**src/rtl/mmc_dat_wr_status.sv**
```systemverilog
// Write-path CRC status token and busy monitor on DAT0, started once the serialiser
// finishes a block; reports token, error flags and completion to the data-path controller.
module mmc_dat_wr_status #(
    parameter int START_TIMEOUT = 64,
    parameter int BUSY_TIMEOUT  = 65535
) (
    input  logic       clk_i,
    input  logic       rst_i,
    input  logic       bitclk_i,
    input  logic       start_i,
    input  logic       abort_i,
    input  logic       dat_i,
    output logic       active_o,
    output logic       busy_o,
    output logic       complete_o,
    output logic [2:0] status_o,
    output logic       crc_err_o,
    output logic       write_err_o,
    output logic       framing_err_o,
    output logic       timeout_o
);

    typedef enum logic [2:0] {
        S_IDLE,
        S_WAIT_START,
        S_STATUS,
        S_END_BIT,
        S_BUSY,
        S_DONE
    } state_t;

    localparam logic [15:0] START_LAST = 16'(START_TIMEOUT - 1);
    localparam logic [15:0] BUSY_LAST  = 16'(BUSY_TIMEOUT - 1);

    state_t      state_q, state_d;
    logic        clk_q, clk_d;
    logic [15:0] cnt_q, cnt_d;
    logic [1:0]  bit_cnt_q, bit_cnt_d;
    logic [2:0]  status_q, status_d;
    logic        crc_q, crc_d;
    logic        wr_q, wr_d;
    logic        fr_q, fr_d;
    logic        to_q, to_d;
    logic        sample_w;

    // Token decode into {crc_err, write_err, framing_err}.
    function automatic logic [2:0] decode_token(input logic [2:0] tok);
        case (tok)
            3'b010:  decode_token = 3'b000;
            3'b101:  decode_token = 3'b100;
            3'b110:  decode_token = 3'b010;
            default: decode_token = 3'b001;
        endcase
    endfunction

    // The serialiser drives on falling edges, so sample on the rising edge.
    assign sample_w = bitclk_i & ~clk_q;

    always_comb begin
        state_d   = state_q;
        clk_d     = bitclk_i;
        cnt_d     = cnt_q;
        bit_cnt_d = bit_cnt_q;
        status_d  = status_q;
        crc_d     = crc_q;
        wr_d      = wr_q;
        fr_d      = fr_q;
        to_d      = to_q;

        case (state_q)
            S_IDLE: begin
                if (start_i) begin
                    state_d   = S_WAIT_START;
                    cnt_d     = 16'd0;
                    bit_cnt_d = 2'd0;
                    status_d  = 3'b000;
                    crc_d     = 1'b0;
                    wr_d      = 1'b0;
                    fr_d      = 1'b0;
                    to_d      = 1'b0;
                end
            end
            S_WAIT_START: begin
                if (sample_w) begin
                    if (!dat_i) begin
                        state_d   = S_STATUS;
                        bit_cnt_d = 2'd0;
                    end else if (cnt_q == START_LAST) begin
                        to_d    = 1'b1;
                        state_d = S_DONE;
                    end else begin
                        cnt_d = cnt_q + 16'd1;
                    end
                end
            end
            S_STATUS: begin
                if (sample_w) begin
                    status_d = {status_q[1:0], dat_i};
                    if (bit_cnt_q == 2'd2) begin
                        state_d = S_END_BIT;
                    end else begin
                        bit_cnt_d = bit_cnt_q + 2'd1;
                    end
                end
            end
            S_END_BIT: begin
                if (sample_w) begin
                    {crc_d, wr_d, fr_d} = decode_token(status_q);
                    if (!dat_i) begin
                        fr_d = 1'b1;
                    end
                    state_d = S_BUSY;
                    cnt_d   = 16'd0;
                end
            end
            S_BUSY: begin
                if (sample_w) begin
                    if (dat_i) begin
                        state_d = S_DONE;
                    end else if (cnt_q == BUSY_LAST) begin
                        to_d    = 1'b1;
                        state_d = S_DONE;
                    end else begin
                        cnt_d = cnt_q + 16'd1;
                    end
                end
            end
            S_DONE:  state_d = S_IDLE;
            default: state_d = S_IDLE;
        endcase

        // Abort wins over everything and leaves results and counters untouched.
        if (abort_i) begin
            state_d   = S_IDLE;
            cnt_d     = cnt_q;
            bit_cnt_d = bit_cnt_q;
            status_d  = status_q;
            crc_d     = crc_q;
            wr_d      = wr_q;
            fr_d      = fr_q;
            to_d      = to_q;
        end
    end

    always_ff @(posedge clk_i) begin
        if (rst_i) begin
            state_q   <= S_IDLE;
            clk_q     <= 1'b0;
            cnt_q     <= 16'd0;
            bit_cnt_q <= 2'd0;
            status_q  <= 3'b000;
            crc_q     <= 1'b0;
            wr_q      <= 1'b0;
            fr_q      <= 1'b0;
            to_q      <= 1'b0;
        end else begin
            state_q   <= state_d;
            clk_q     <= clk_d;
            cnt_q     <= cnt_d;
            bit_cnt_q <= bit_cnt_d;
            status_q  <= status_d;
            crc_q     <= crc_d;
            wr_q      <= wr_d;
            fr_q      <= fr_d;
            to_q      <= to_d;
        end
    end

    assign active_o      = (state_q != S_IDLE);
    assign busy_o        = (state_q == S_BUSY);
    assign complete_o    = (state_q == S_DONE);
    assign status_o      = status_q;
    assign crc_err_o     = crc_q;
    assign write_err_o   = wr_q;
    assign framing_err_o = fr_q;
    assign timeout_o     = to_q;

endmodule

```
**config.mk**
```make
export PLATFORM = sky130hd
export DESIGN_NAME = mmc_dat_wr_status
export DESIGN_NICKNAME = d
export VERILOG_FILES = /design/src/rtl/mmc_dat_wr_status.sv
export SDC_FILE = /design/constraint.sdc
export NUM_CORES = 1
export LEC_CHECK = 0
export BUFFER_PORTS_ARGS = -buffer_cell sky130_fd_sc_hd__buf_2
export CORE_ASPECT_RATIO = 1.4
export CORE_MARGIN = 4
export CORE_UTILIZATION = 60
export CTS_BUF_LIST = sky130_fd_sc_hd__clkbuf_2
export DETAILED_ROUTE_END_ITERATION = 16
export GPL_ROUTABILITY_DRIVEN = 0
export PLACE_DENSITY = 0.8
export SLEW_MARGIN = 5
export SYNTH_ARGS = -nofsm -noshare
export SYNTH_HDL_FRONTEND = slang
export SYNTH_SLANG_ARGS = --single-unit
```
**constraint.sdc**
```tcl
create_clock -name clk_i -period 4.38 [get_ports clk_i]
set_clock_uncertainty 0.05 [all_clocks]
set_input_delay 0.876 -clock clk_i [delete_from_list [all_inputs] [get_ports clk_i]]
set_output_delay 0.876 -clock clk_i [all_outputs]
set_load 0.005 [all_outputs]
```
==> qor.yml <==
synthCells: 248
hold_path.class: "flip-flop to flip-flop"
reg2regPathDepth: 5
grt_max_degree: 31
antenna_found_initial: 0
syn_nets: 257
grt_pass1_vias: 1747
grt-ovfl-total: 0
period_minus_slack_ns: 2.84
hpwl_microns: 3270
cts_buffers: 5
power.internal_mw: 0.316
ys_top_cells_by_area: "dfxtp_1 (30%), a31oi_1 (4.8%), nand2_1 (4.4%)"
layout_commonest_cell: "dfxtp_1"
wl_per_cell_microns: 16.4
cts_hold_buf: 0
cp_slowest_stage_delay_ns: 0.78
die_w_microns: 56.1
utilization: 0.642
grt_usage: 0.238
ys_types: 57
critPathMaxFanout: 17
root_buffer: "clkbuf_2"
whs_path_depth: 2
worstPathRequired_ns: 3.45
async_flop_share: 0
clockBufferDepth: 2
slew_violations: 0
rows: 24
cpMostUsedCell: "inv_1"
cp_slowest_cell: "dfxtp_1"
drv_cap: 0
clock-sinks: 29
drive_gt1_frac: 0.131
clkTransAtPathRegs_ns: 0.18
pwr-share-comb: 0.092
fillers: 294
dieArea_sq_um: 4220
final_cell_mix: "dfxtp_1 (29), nand2_1 (23), nand3_1 (17)"
syn_area_sq_um: 1940
swShare: 0.304
power_switching_mw: 0.138
synth_top_cell_by_area: "dfxtp_1"
first_iter_violations: 152
total_power_mw: 0.455
via_per_inst: 6.77
num_vias: 1962
slew_headroom: 0.410
first_pass_iters: 4
fin_nets: 259
cts_max_level: 2
start_kind: "flip-flop"
multiInputGateArea_sq_um: 1220
setup_violations: 0
pwr-share-seq: 0.594
rsz0062_at_grt: "no"
crit_path_end_kind: "output pin"
cts_tree: "yes"
start_util: 0.621
critical_path_arrival_ns: 1.91
portBuffers: 15
area_growth_pct: 3.35
ios: 16
postCtsSetupBuffers: 0
min_period_over_period: 0.647
cp-startpoint: "state_q[1]$_SDFFE_PP0P_"
cp_cell_sequence: "inv_1 > nand2_1 > inv_1 > buf_2"
ys.flop_type: "dfxtp_1"
seq_area_sq_um: 581
drc: 0
grt_first_pass_wirelength_microns: 8020
wirelength_microns: 4770
outcome: "finished, final reports clean"
r2r_start: "state_q[0]$_SDFFE_PP0P_"
leakage_nw: 0.675
netlist.area_leader.share: 0.299
coreArea_sq_um: 3120
min-delay-start: "crc_err_o$_SDFFE_PP0P_"
syn_avg_cell_area_sq_um: 7.83
die_y_microns: 75.3
clock_latency_ns: 0.38
post_cts_resize_count: 0
setup-tns-final_ns: 0
finalHoldViolations: 0
synth-edff-count: 0
worst_slew_pin_slew_ns: 0.885
pwr_density_cell_nw_per_um2: 227
critical_path_class: "flip-flop to output pin"
p_clk_frac: 0.314
fmax_mhz: 353
synth_seq_cells: 29
ir_drop_mv: 0.176
ys_seq_area_frac: 0.299
antenna_cells: 0
ant_nets: 0
yosys_warnings: 0
## cell families (layout without fill, tap and decap cells)
group | after synthesis | after routing | share of synthesized area
multiplexers | 2 | 2 | 0.0110
buffers and inverters | 29 | 32 | 0.0696
flip-flops | 29 | 29 | 0.299
AND/OR/NAND/NOR | 110 | 110 | 0.324
AO/OA/AOI/OAI | 75 | 75 | 0.277
adder cells (fa/ha/maj) | 3 | 3 | 0.0193
## metal layers
metal | GRT usage | routed length [microns]
met5 | 0 | 0
met4 | 0.0923 | 65
met3 | 0.0458 | 284
met2 | 0.451 | 2470
met1 | 0.264 | 1950
## area by class of cell
type | instances | area share
Sequential cell | 29 | 0.289
Clock buffer | 5 | 0.0125
Inverter | 9 | 0.0168
Clock inverter | 3 | 0.00873
Tap cell | 39 | 0.0243
Multi-Input combinational cell | 190 | 0.611
Timing Repair Buffer | 15 | 0.0374
## registers in the layout, indices dropped and copies added, names as in the netlist, 2 cells and up
register   flops
state_q        3
bit_cnt_q      2
status_o       3
cnt_q         16
## stage by stage
step / setup WS (ns) / instances / cell area (sq um) / hold WS (ns)
6_report: 1.54 / 290 / 2010 / 0.415
5_1_grt: 1.38 / 290 / 2010 / 0.447
4_1_cts: 1.58 / 290 / 2010 / 0.417
3_5_place_dp: 1.51 / 282 / 1960 / 0.396
3_3_place_gp: 1.61 / 282 / 1960 / 0.387
2_1_floorplan: 2.04 / 248 / 1940 / 0.386
## final timing paths
kind / end / slack (ns)
max: busy_o / 1.54
min reg2reg: crc_err_o$_SDFFE_PP0P_ / 0.41
min: crc_err_o$_SDFFE_PP0P_ / 0.41
max reg2reg: cnt_q[5]$_SDFFE_PP0P_ / 1.66
## critical path, delay by kind of cell, from the launching register on
kind	cells	cell delay [ns]
DFF	1	0.78
buffers and inverters	3	0.54
and+or+nand+nor	1	0.20
## power by group through the flow
stage                     logic, mW  registers, mW  clock network [mW]
final                        0.0419          0.270               0.143
after global routing         0.0469          0.271               0.157
after CTS                    0.0419          0.270               0.145
after global placement       0.0416          0.275                   0
after detailed placement     0.0418          0.275                   0
after floorplan              0.0345          0.272                   0
## cell usage after synthesis, types with 2 or more instances
| master | n |
|---|---|
| nor2_1 | 13 |
| a211oi_1 | 2 |
| dfxtp_1 | 29 |
| nand2b_1 | 4 |
| clkbuf_1 | 8 |
| nor2b_1 | 4 |
| a31oi_1 | 15 |
| a2111o_1 | 2 |
| o31ai_1 | 9 |
| nor4_1 | 7 |
| nand4_2 | 2 |
| a21oi_1 | 16 |
| or4_1 | 2 |
| or3_1 | 7 |
| and2b_1 | 2 |
| nand4_1 | 4 |
| nor3_1 | 2 |
| nand2_1 | 23 |
| nand3b_1 | 2 |
| buf_2 | 9 |
| o21ai_1 | 5 |
| and4_1 | 2 |
| and3_1 | 6 |
| o311ai_0 | 3 |
| buf_6 | 2 |
| nand3_1 | 17 |
| a311oi_1 | 6 |
| inv_1 | 8 |
| ha_1 | 3 |
| o21ai_0 | 4 |
| a41oi_1 | 2 |
| nand4b_1 | 3 |
Power figures use the tool's default switching activity.
